===== src/rtl/pmod_led_scheduler_pkg.sv =====
// Shared IAGC status codes, LED colours and event-player types for the PMOD LED scheduler.
package pmod_pkg;

    localparam int IAGC_STATUS_INIT      = 1;
    localparam int IAGC_STATUS_IDLE      = 2;
    localparam int IAGC_STATUS_SAMPLE    = 3;
    localparam int IAGC_STATUS_CMD_ERROR = 6;
    localparam int IAGC_STATUS_DUMP_MEM  = 7;
    localparam int IAGC_STATUS_HALT      = 11;

    localparam logic [2:0] COLOR_OFF     = 3'b000;
    localparam logic [2:0] COLOR_RED     = 3'b100;
    localparam logic [2:0] COLOR_GREEN   = 3'b010;
    localparam logic [2:0] COLOR_BLUE    = 3'b001;
    localparam logic [2:0] COLOR_YELLOW  = 3'b110;
    localparam logic [2:0] COLOR_MAGENTA = 3'b101;

    typedef enum logic [1:0] {
        PLAYER_IDLE = 2'd0,
        PLAYER_LOAD = 2'd1,
        PLAYER_ON   = 2'd2,
        PLAYER_OFF  = 2'd3
    } player_state_t;

    typedef struct packed {
        logic [2:0] color;
        logic [3:0] count;
    } led_evt_t;

    // Status-layer colour; unknown codes leave LED0 dark.
    function automatic logic [2:0] status_color(input logic [31:0] code);
        logic [2:0] color;
        color = COLOR_OFF;
        case (code)
            IAGC_STATUS_INIT:     color = COLOR_RED;
            IAGC_STATUS_IDLE:     color = COLOR_GREEN;
            IAGC_STATUS_SAMPLE:   color = COLOR_BLUE;
            IAGC_STATUS_DUMP_MEM: color = COLOR_YELLOW;
            IAGC_STATUS_HALT:     color = COLOR_MAGENTA;
            default:              color = COLOR_OFF;
        endcase
        return color;
    endfunction

endpackage


===== src/rtl/pmod_led_scheduler_fifo.sv =====
// Small first-word-fall-through event queue; dout always shows the oldest entry.
module led_evt_fifo
    import pmod_pkg::*;
#(
    parameter int FIFO_DEPTH = 4
) (
    input  logic     i_clock,
    input  logic     i_reset,
    input  logic     push,
    input  logic     pop,
    input  led_evt_t din,
    output led_evt_t dout,
    output logic     full,
    output logic     empty
);

    localparam int AW = $clog2(FIFO_DEPTH);

    logic [AW:0] wr_ptr_reg;
    logic [AW:0] rd_ptr_reg;
    led_evt_t    mem [FIFO_DEPTH];

    always_ff @(posedge i_clock) begin
        if (push && !full) begin
            mem[wr_ptr_reg[AW-1:0]] <= din;
        end
    end

    always_ff @(posedge i_clock) begin
        if (i_reset) begin
            wr_ptr_reg <= '0;
            rd_ptr_reg <= '0;
        end else begin
            if (push && !full) begin
                wr_ptr_reg <= wr_ptr_reg + (AW+1)'(1);
            end
            if (pop && !empty) begin
                rd_ptr_reg <= rd_ptr_reg + (AW+1)'(1);
            end
        end
    end

    // Extra pointer MSB separates the wrapped-full case from empty.
    assign empty = (wr_ptr_reg == rd_ptr_reg);
    assign full  = (wr_ptr_reg[AW] != rd_ptr_reg[AW]) &&
                   (wr_ptr_reg[AW-1:0] == rd_ptr_reg[AW-1:0]);
    assign dout  = mem[rd_ptr_reg[AW-1:0]];

endmodule


===== src/rtl/pmod_led_scheduler.sv =====
// Drives the two PMOD RGB LEDs: LED0 shows IAGC status, LED1 plays queued blink events.
module pmod_led_scheduler
    import pmod_pkg::*;
#(
    parameter int IAGC_STATUS_SIZE = 4,
    parameter int PWM_PERIOD       = 50,
    parameter int BLINK_TICKS      = 25000000,
    parameter int FIFO_DEPTH       = 4,
    parameter int ERR_BLINKS       = 3
) (
    input  logic                        i_clock,
    input  logic                        i_reset,
    input  logic [IAGC_STATUS_SIZE-1:0] i_iagc_status,
    input  logic                        i_evt_valid,
    input  logic [2:0]                  i_evt_color,
    input  logic [3:0]                  i_evt_count,
    output logic                        o_evt_ready,
    output logic                        o_led0_r,
    output logic                        o_led0_g,
    output logic                        o_led0_b,
    output logic                        o_led1_r,
    output logic                        o_led1_g,
    output logic                        o_led1_b,
    output logic                        o_busy
);

    localparam int PWM_W  = (PWM_PERIOD > 1) ? $clog2(PWM_PERIOD) : 1;
    localparam int TICK_W = (BLINK_TICKS > 1) ? $clog2(BLINK_TICKS) : 1;
    localparam logic [PWM_W-1:0]  PWM_LAST  = PWM_W'(PWM_PERIOD - 1);
    localparam logic [TICK_W-1:0] TICK_LAST = TICK_W'(BLINK_TICKS - 1);

    logic [PWM_W-1:0]            pwm_cnt_reg;
    logic                        pwm;
    logic [IAGC_STATUS_SIZE-1:0] status_d_reg;
    logic                        auto_evt;

    logic     fifo_push;
    logic     fifo_pop;
    led_evt_t fifo_din;
    led_evt_t fifo_dout;
    logic     fifo_full;
    logic     fifo_empty;

    player_state_t     state_reg;
    logic [TICK_W-1:0] tick_reg;
    logic [3:0]        rem_reg;
    led_evt_t          pending_reg;
    logic [2:0]        color_reg;
    logic [2:0]        led0_reg;
    logic [2:0]        led1_reg;

    always_ff @(posedge i_clock) begin
        if (i_reset) begin
            pwm_cnt_reg  <= '0;
            status_d_reg <= '0;
        end else begin
            pwm_cnt_reg  <= (pwm_cnt_reg == PWM_LAST) ? '0 : pwm_cnt_reg + PWM_W'(1);
            status_d_reg <= i_iagc_status;
        end
    end

    assign pwm = (pwm_cnt_reg == PWM_LAST);

    // Entry into CMD_ERROR raises one internal event and takes the queue slot this cycle.
    assign auto_evt = (i_iagc_status == IAGC_STATUS_SIZE'(IAGC_STATUS_CMD_ERROR)) &&
                      (status_d_reg  != IAGC_STATUS_SIZE'(IAGC_STATUS_CMD_ERROR));

    assign o_evt_ready = !i_reset && !fifo_full && !auto_evt;
    assign fifo_push   = (auto_evt && !fifo_full && !i_reset) || (i_evt_valid && o_evt_ready);
    assign fifo_din    = auto_evt ? led_evt_t'({COLOR_RED, 4'(ERR_BLINKS)})
                                  : led_evt_t'({i_evt_color, i_evt_count});
    assign fifo_pop    = (state_reg == PLAYER_IDLE) && !fifo_empty;

    led_evt_fifo #(
        .FIFO_DEPTH (FIFO_DEPTH)
    ) u_fifo (
        .i_clock (i_clock),
        .i_reset (i_reset),
        .push    (fifo_push),
        .pop     (fifo_pop),
        .din     (fifo_din),
        .dout    (fifo_dout),
        .full    (fifo_full),
        .empty   (fifo_empty)
    );

    always_ff @(posedge i_clock) begin
        if (i_reset) begin
            state_reg   <= PLAYER_IDLE;
            tick_reg    <= '0;
            rem_reg     <= '0;
            pending_reg <= '0;
            color_reg   <= COLOR_OFF;
            led0_reg    <= COLOR_OFF;
            led1_reg    <= COLOR_OFF;
        end else begin
            led0_reg <= status_color(32'(i_iagc_status)) & {3{pwm}};
            led1_reg <= (state_reg == PLAYER_ON) ? (color_reg & {3{pwm}}) : COLOR_OFF;
            case (state_reg)
                PLAYER_IDLE: begin
                    // The head word is captured as it is popped; LOAD consumes it next cycle.
                    if (!fifo_empty) begin
                        pending_reg <= fifo_dout;
                        state_reg   <= PLAYER_LOAD;
                    end
                end
                PLAYER_LOAD: begin
                    color_reg <= pending_reg.color;
                    rem_reg   <= (pending_reg.count == 4'd0) ? 4'd1 : pending_reg.count;
                    tick_reg  <= '0;
                    state_reg <= PLAYER_ON;
                end
                PLAYER_ON: begin
                    if (tick_reg == TICK_LAST) begin
                        tick_reg  <= '0;
                        state_reg <= PLAYER_OFF;
                    end else begin
                        tick_reg <= tick_reg + TICK_W'(1);
                    end
                end
                PLAYER_OFF: begin
                    if (tick_reg == TICK_LAST) begin
                        tick_reg  <= '0;
                        rem_reg   <= rem_reg - 4'd1;
                        state_reg <= (rem_reg == 4'd1) ? PLAYER_IDLE : PLAYER_ON;
                    end else begin
                        tick_reg <= tick_reg + TICK_W'(1);
                    end
                end
                default: state_reg <= PLAYER_IDLE;
            endcase
        end
    end

    assign {o_led0_r, o_led0_g, o_led0_b} = led0_reg;
    assign {o_led1_r, o_led1_g, o_led1_b} = led1_reg;
    assign o_busy = !i_reset && ((state_reg != PLAYER_IDLE) || !fifo_empty);

endmodule


===== config.mk =====
export PLATFORM = sky130hd
export DESIGN_NAME = pmod_led_scheduler
export DESIGN_NICKNAME = d
export VERILOG_FILES = /design/src/rtl/pmod_led_scheduler_pkg.sv /design/src/rtl/pmod_led_scheduler_fifo.sv /design/src/rtl/pmod_led_scheduler.sv
export SDC_FILE = /design/constraint.sdc
export NUM_CORES = 1
export LEC_CHECK = 0
export BUFFER_PORTS_ARGS = -buffer_cell sky130_fd_sc_hd__buf_2
export CAP_MARGIN = 15
export CORE_UTILIZATION = 53
export DETAILED_ROUTE_END_ITERATION = 10
export PLACE_DENSITY = 0.8
export SLEW_MARGIN = 20
export SYNTH_ARGS = -nofsm -noshare
export SYNTH_HDL_FRONTEND = slang
export SYNTH_SLANG_ARGS = --single-unit

===== constraint.sdc =====
create_clock -name i_clock -period 2.7 [get_ports i_clock]
set_clock_uncertainty 0.05 [all_clocks]
set_input_delay 0.54 -clock i_clock [delete_from_list [all_inputs] [get_ports i_clock]]
set_output_delay 0.54 -clock i_clock [all_outputs]
set_load 0.1 [all_outputs]

=== Word-level counts from Yosys, hierarchy flattened ===
Memories as Yosys holds them, arrays and structs flattened. A register that Yosys moved wholly into a read port is not among the register bits.
Cells that the tools add are included.

* Add/subtract/negate cells: 5
* Multiply operators: 0
* Divide/modulo/power cells: 0
* Order comparisons: 0
* Equality and inequality tests: 19
* Shifts and indexed selects: 0
* Mux-type cells: 15
* Bitwise operators: 4
* Reduce and logical (&&, ||, !) cells: 28

{| class="wikitable"
|+ Operator list
! cell !! number
|-
| $pmux 25 s2 || 1
|-
| $add 25x1->25 const B || 1
|-
| $eq 25x25->1 const B || 1
|-
| $mux 25 || 1
|-
| $pmux 3 s5 || 1
|-
| $logic_and 1x1->1 || 11
|-
| $eq 4x1->1 const B || 2
|-
| $eq 4x2->1 const B || 2
|-
| $eq 4x3->1 const B || 2
|-
| $mux 2 || 4
|-
| $mux 4 || 2
|-
| $pmux 2 s4 || 1
|-
| $pmux 4 s2 || 1
|-
| $mux 7 || 1
|-
| $add 3x1->3 const B || 2
|-
| $add 6x1->6 const B || 1
|-
| $and 3x3->3 || 2
|-
| $eq 6x6->1 const B || 1
|-
| $reduce_bool 2->1 || 3
|-
| $reduce_or 2->1 || 3
|-
| $eq 2x2->1 const B || 2
|-
| $eq 4x4->1 const B || 1
|-
| $logic_not 1->1 || 4
|-
| $logic_not 4->1 || 1
|-
| 15 further kinds || 20
|}

* Flip-flop bits (word level): 56
* Latch bits: 0
* Memory bits (writable): 28
* Bits in read-only memories: 0
* Input bits: 14
* Output and inout bits: 8
* Logic and storage cells: 82
* Memories: 1

{| class="wikitable"
|+ Memory list
! memory !! depth !! bits a word !! rd ports !! clocked after Yosys merged registers in !! wr ports !! line !! source
|-
| u_fifo.mem || 4 || 7 || 1 || 1 || 1 || pmod_led_scheduler_fifo.sv:21 || <nowiki>led_evt_t mem [FIFO_DEPTH];</nowiki>
|}

=== Depth between registers and ports, before layout ===
Gate-level depths: netlist of the first run.

* Depth after elaboration: 10
* Depth in mapped cells: 7
* Mapped depth without buffers: 6

=== Modules after synthesis ===
From an unflattened synthesis of the first run, not the netlist that was laid out.

* Cell total of the unflattened synthesis: 423
* Area total of the unflattened synthesis: 4398.0 sq um

{| class="wikitable"
|+ By module, submodules not included
! module !! times used !! cells an instance !! area each (sq um) !! seq. area each (sq um)
|-
| pmod_led_scheduler || 1 || 318 || 2808.9 || 1141.1
|-
| led_evt_fifo || 1 || 105 || 1589.0 || 1001.0
|}

=== Least setup slack after synthesis of the first run ===
OpenSTA, ideal clock, no wires.

* Kind: input port to output port
* From: input i_reset
* To: output o_busy
* Arrival: 2344 ps
* Required time: 2110 ps
* Path slack: -234 ps
* Cell stages on the path: 2
* Buffers on the path: 1
* Path through: clkbuf_1 -> a41oi_1

* Word-level cells in the longest chain between the ends: 2

{| class="wikitable"
|+ Ends and longest elaborated chain
! what !! line !! source
|-
| from (decl) || pmod_led_scheduler.sv:12 || <nowiki>input logic i_reset,</nowiki>
|-
| $logic_not 1->1 || pmod_led_scheduler.sv:137 || <nowiki>assign o_busy = !i_reset && ((state_reg != PLAYER_IDLE) || !fifo_empty);</nowiki>
|-
| $logic_and 1x1->1 || pmod_led_scheduler.sv:137 ||
|-
| to (decl) || pmod_led_scheduler.sv:24 || <nowiki>output logic o_busy</nowiki>
|}

Every way passes these cells.

=== Worst setup path in the final report of the first run ===
* From: register u_fifo.rd_ptr_reg[1]
* To: output o_evt_ready

* Word-level cells in the longest chain between the ends: 5

{| class="wikitable"
|+ Ends and longest elaborated chain
! what !! line !! source
|-
| from (decl) || pmod_led_scheduler_fifo.sv:20 || <nowiki>logic [AW:0] rd_ptr_reg;</nowiki>
|-
| from (signal assigned) || pmod_led_scheduler_fifo.sv:38 || <nowiki>rd_ptr_reg <= rd_ptr_reg + (AW+1)'(1);</nowiki>
|-
| $eq 2x2->1 || pmod_led_scheduler_fifo.sv:46 || <nowiki>(wr_ptr_reg[AW-1:0] == rd_ptr_reg[AW-1:0]);</nowiki>
|-
| $logic_and 1x1->1 || pmod_led_scheduler_fifo.sv:45 || <nowiki>assign full = (wr_ptr_reg[AW] != rd_ptr_reg[AW]) &&</nowiki>
|-
| $logic_not 1->1 || pmod_led_scheduler.sv:68 || <nowiki>assign o_evt_ready = !i_reset && !fifo_full && !auto_evt;</nowiki>
|-
| $logic_and 1x1->1 (2 in a row) || pmod_led_scheduler.sv:68 ||
|-
| to (decl) || pmod_led_scheduler.sv:17 || <nowiki>output logic o_evt_ready,</nowiki>
|}

Every way passes these cells.

==> metrics, run 1 <==
post-synthesis cell count between 300 and 400; main flop type after synthesis dfxtp_1; CORE AREA ~7400 µm²; share of layout cells above drive strength 1 between 10% and 20%; maximum vdd drop slightly above 0.0004 V; vias in the first global route around 3100; Slew Limit Fails 0; CP Data Arrival Time approximately 2.0 ns; First-pass DRT Iterations 4; clk sinks around 90; final setup TNS 0 ns; cells on worst reg2reg path 5; CTS tree built; leakage power between 0.0015 and 0.002 µW; Max Buffers Root-to-Sink 2; Layout Cells excl Fill 521; site row count 31; initial antenna violation count 0; library cells used by synthesis just over 50; Clk Latency, worst-skew pair around 0.36 ns; max reg flops 28; die area between 8000 and 9000 µm²; status completed; synthesized area ~4000 µm²; fill count 606; worst min path class in -> reg; sequential element share of the synthesized area 51.16%; WL/cell 16.48 µm; setup bufs post-CTS 0; synthesis warning total 0; Syn-to-layout area delta 11.21%; overall routed net length ~8600 µm; Hold Path Cell Cnt 2; Slew HR between 50% and 60%; clock slew at reported path FFs 0.09 ns; total grt overflow 0; initial core utilization 55.76%; commonest non-fill, non-tap cell in the layout dfxtp_1; port buffer count 21; power per standard cell area slightly below 800 nW/µm²; maxcap violations 0; Boundary Pins 22; global-route wire length before repair between 10000 and 15000 µm; CTS buffer count 9; crit-path max FO 10; gp weighted congestion around 0.82; Max Clk Rate between 0.3 and 0.4 GHz; worst setup path class reg -> out; RSZ-0062 raised after global routing false; Synth Register Bits slightly above 90; Post-Syn Area per Cell about 10 µm²; minimum clock period around 2.6 ns; Die W ~90 µm; type of destination of the critical path output pin; dpl cells about 500; GRT Total Usage about 22%; R2R Setup Slk ~0.53 ns; CTS H-tree depth 3; Via density around 6; Detailed Place HPWL 5869 µm; CP Data Required Time about 2.1 ns; Nets 441; via count between 3000 and 4000; setup violators final 0; die height 90.05 µm; largest net degree at the start of global routing 29; EDFF count, synth 28; Post-CTS Resized 0; CP startpoint kind flop; Hold-fix buffers, CTS 0; syn nets roughly 420; fin crit share between 90% and 100%; Detail Route Antenna Nets 0; Clock Tree Root clkbuf_8; most frequent cells in the layout dfxtp_1, nor2_1, edfxtp_1, nand2_1, buf_2; Final Hold Fails 0; post-synthesis async set-or-reset flop share 0%; Remaining DRCs 0; Initial DRC Count about 160; Slew @ Worst Pin roughly 0.6 ns; Ant. Diodes 0
-- synth_stat cells (7+ instances only) --
cell | count | area (µm²)
a21oi_1 | 14 | 70.07
nand3_1 | 16 | 80.08
ha_1 | 10 | 125.1
o21ai_0 | 8 | 40.04
xnor2_1 | 9 | 78.83
xor2_1 | 8 | 70.07
dfxtp_1 | 63 | 1261
edfxtp_1 | 28 | 840.8
inv_1 | 10 | 37.54
nor2_1 | 46 | 172.7
mux2i_1 | 12 | 120.1
nor3_1 | 10 | 50.05
nand2_1 | 26 | 97.59
mux4_2 | 7 | 157.7
nand4_1 | 10 | 62.56
clkbuf_1 | 9 | 33.78
and2_1 | 13 | 81.33
nand2b_1 | 9 | 56.30
a31oi_1 | 15 | 93.84
-- report_power, final --
part / internal, µW / switching (µW) / total (µW)
clock network: 621 / 494 / 1120
logic: 340 / 518 / 859
registers: 1520 / 114 / 1640
total: 2480 / 1130 / 3610
-- layer usage --
layer	global-route usage (%)	vias up	routed length, µm	share of wire, %
li1	-	1491	-	-
met1	28.42	1493	3800	44
met5	0	-	0	0
met2	37.02	89	4226	49
met3	3.807	19	353	4.1
met4	10.75	0	203	2.4
-- stage by stage --
stage	total power (µW)	util [%]	hold WS, ns	instance area [µm²]	setup slack [ns]
6_report	3610	62.00	0.3525	4569	0.1294
5_1_grt	3766	62.00	0.3604	4569	0.007021
4_1_cts	3608	61.94	0.3367	4564	0.07814
3_5_place_dp	2497	58.59	0.3969	4318	0.4563
3_3_place_gp	2459	58.59	0.3913	4318	0.5125
2_1_floorplan	2298	-	0.3762	4116	0.3927
-- logic make-up after synthesis --
logic type               Yosys count  share of synthesized area [%]
AO/OA/AOI/OAI                     66                          11.08
adder cells (fa/ha/maj)           10                          3.045
flip-flops                        91                          51.16
multiplexers                      19                          6.760
AND/OR/NAND/NOR                  165                          21.32
XOR/XNOR                          17                          3.624
buffers and inverters             26                          3.014
-- critical path, cell delays in order (launching register included) --
cell and delay, ns:
dfxtp_1 0.33, buf_4 0.18, xnor2_1 0.21, a31oi_1 0.31, and2_1 0.17, buf_2 0.42
-- final cells by class --
class,instances,area [µm²],share of cell area [%]
clock buffer,9,123.9,2.711
timing repair buffer,28,160.2,3.505
multi-input combinational,277,1899,41.57
clock inverter,7,122.6,2.683
tap,99,123.9,2.711
sequential,91,2102,46.00
inverter,10,37.54,0.8215
-- path summary, 6_finish.rpt --
path,start,end
worst max register to register,u_fifo.rd_ptr_reg[1],u_fifo.mem[3][5]
worst max-delay path,u_fifo.rd_ptr_reg[1],o_evt_ready
worst min register to register,color_reg[2],color_reg[2]
worst min-delay path,i_iagc_status[3],led0_reg[1]
(Power assumes the default switching activity.)
==> inputs of run 2 (changes only) <==
- CORE_ASPECT_RATIO: not set -> 0.9
==> metrics, run 2 (same netlist as run 1, synthesis figures left out) <==
FF-to-FF Start tick_reg[0]; total grt overflow 0; Clk Latency, worst-skew pair between 0.3 and 0.4 ns; Layout Cells excl Fill about 520; clk sinks 91; Via density 5.888; CP startpoint kind flop; maximum vdd drop around 0.00045 V; CTS H-tree depth 3; terminus of the critical flop-to-flop path tick_reg[10]; Max Buffers Root-to-Sink 2; Die W between 90 and 100 µm; Final Hold Fails 0; leakage power approximately 0.0016 µW; Ant. Diodes 0; initial antenna violation count 0; worst min path class in -> reg; Setup crit end o_evt_ready; post-layout instance area approximately 4600 µm²; fin crit share 90.28%; power per standard cell area 782.3 nW/µm²; First-pass DRT Iterations 5; CP Data Arrival Time 1.85 ns; Initial DRC Count roughly 180; clock slew at reported path FFs approximately 0.1 ns; max reg flops 28; Boundary Pins 22; Max Clk Rate 0.4103 GHz; Critical Path Source u_fifo.wr_ptr_reg[0]; minimum clock period 2.437 ns; die area just over 8000 µm²; Slew HR 60.63%; type of destination of the critical path output pin; final setup TNS 0 ns; dpl cells approximately 500; GRT Total Usage between 20% and 30%; RSZ-0062 raised after global routing false; WL/cell between 15 and 20 µm; FF+latch area ~2100 µm²; via count about 3100; cells on worst reg2reg path 7; Nets roughly 440; Clock Tree Root clkbuf_8; fill count slightly above 600; CTS tree built; most frequent cells in the layout dfxtp_1, nor2_1, edfxtp_1, nand2_1, buf_2; R2R Setup Slk between 0.5 and 0.6 ns; Remaining DRCs 0; CTS buffer count 9; Slew @ Worst Pin approximately 0.6 ns; maxcap violations 0; largest net degree at the start of global routing 29; Syn-to-layout area delta 10.93%; setup violators final 0; status completed; Slew Limit Fails 0; Detailed Place HPWL ~6000 µm; global-route wire length before repair roughly 14000 µm; site row count 30; vias in the first global route 2890; share of layout cells above drive strength 1 around 15%; port buffer count 21; area of the multi-input gates around 1900 µm²; overall routed net length around 8400 µm; placed cell areas approximately 4300 µm²; Hold-fix buffers, CTS 0; worst setup path class reg -> out; initial core utilization 54.73%; CORE AREA ~7500 µm²; crit-path max FO 5; die height roughly 86 µm; gp weighted congestion ~0.9; CP Data Required Time around 2.1 ns; worst hold slack approximately 0.33 ns; Detail Route Antenna Nets 0; commonest non-fill, non-tap cell in the layout dfxtp_1
[run 2: cell count changes in the layout (fill, tap and decap cells not counted), sizes merged]
| cell | change |
|---|---|
| clkinvlp | -2 |
| inv | +2 |
| buf | +1 |
| bufinv | -1 |
| clkbuf | -1 |
| clkinv | +1 |
[run 2: critical path, stage by stage, from the launching register on]
cell	delay, ns
dfxtp_1	0.44
xnor2_1	0.17
a31oi_1	0.24
and2_1	0.19
buf_2	0.43
[run 2: layer usage]
metal,vias to the layer above,GRT usage (%),wire [µm]
met3,13,6.649,507
met1,1453,31.62,3838
li1,1491,-,-
met2,93,34.53,3907
met4,0,6.061,131
met5,-,0,0
[run 2: what timing repair did]
item | in CTS | in global routing
setup endpoints to repair | 0 | 1
resized for setup | 0 | 2
setup buffers | 0 | 0
[run 2: area by class of cell]
cell class	instances	share of cell area (%)
multi-input combinational	277	41.67
clock buffer	9	2.718
inverter	10	0.8235
clock inverter	7	2.553
sequential	91	46.14
tap	96	2.635
timing repair buffer	28	3.459
[run 2: stage by stage]
step	power, µW	util [%]	worst slack [ns]
floorplan	2298	-	0.3927
global placement	2467	57.47	0.4410
detailed placement	2495	57.47	0.3296
CTS	3577	60.67	0.02921
global route	3739	60.72	0.1362
finish	3566	60.72	0.2625
[run 2: how the worst min path moves through the flow]
stage	from	end	slack, ns	depth (start not counted)
floorplan	tick_reg[24]	tick_reg[24]	0.38	1
global placement	tick_reg[24]	tick_reg[24]	0.39	1
detailed placement	tick_reg[24]	tick_reg[24]	0.41	1
CTS	i_iagc_status[3]	led0_reg[1]	0.32	2
global route	i_iagc_status[3]	led0_reg[1]	0.33	2
finish	i_iagc_status[3]	led0_reg[1]	0.33	2
[run 2: report_power, final]
group	switching [µW]	internal (µW)
combinational	511	336
sequential	113	1520
clock	533	548
total	1160	2410
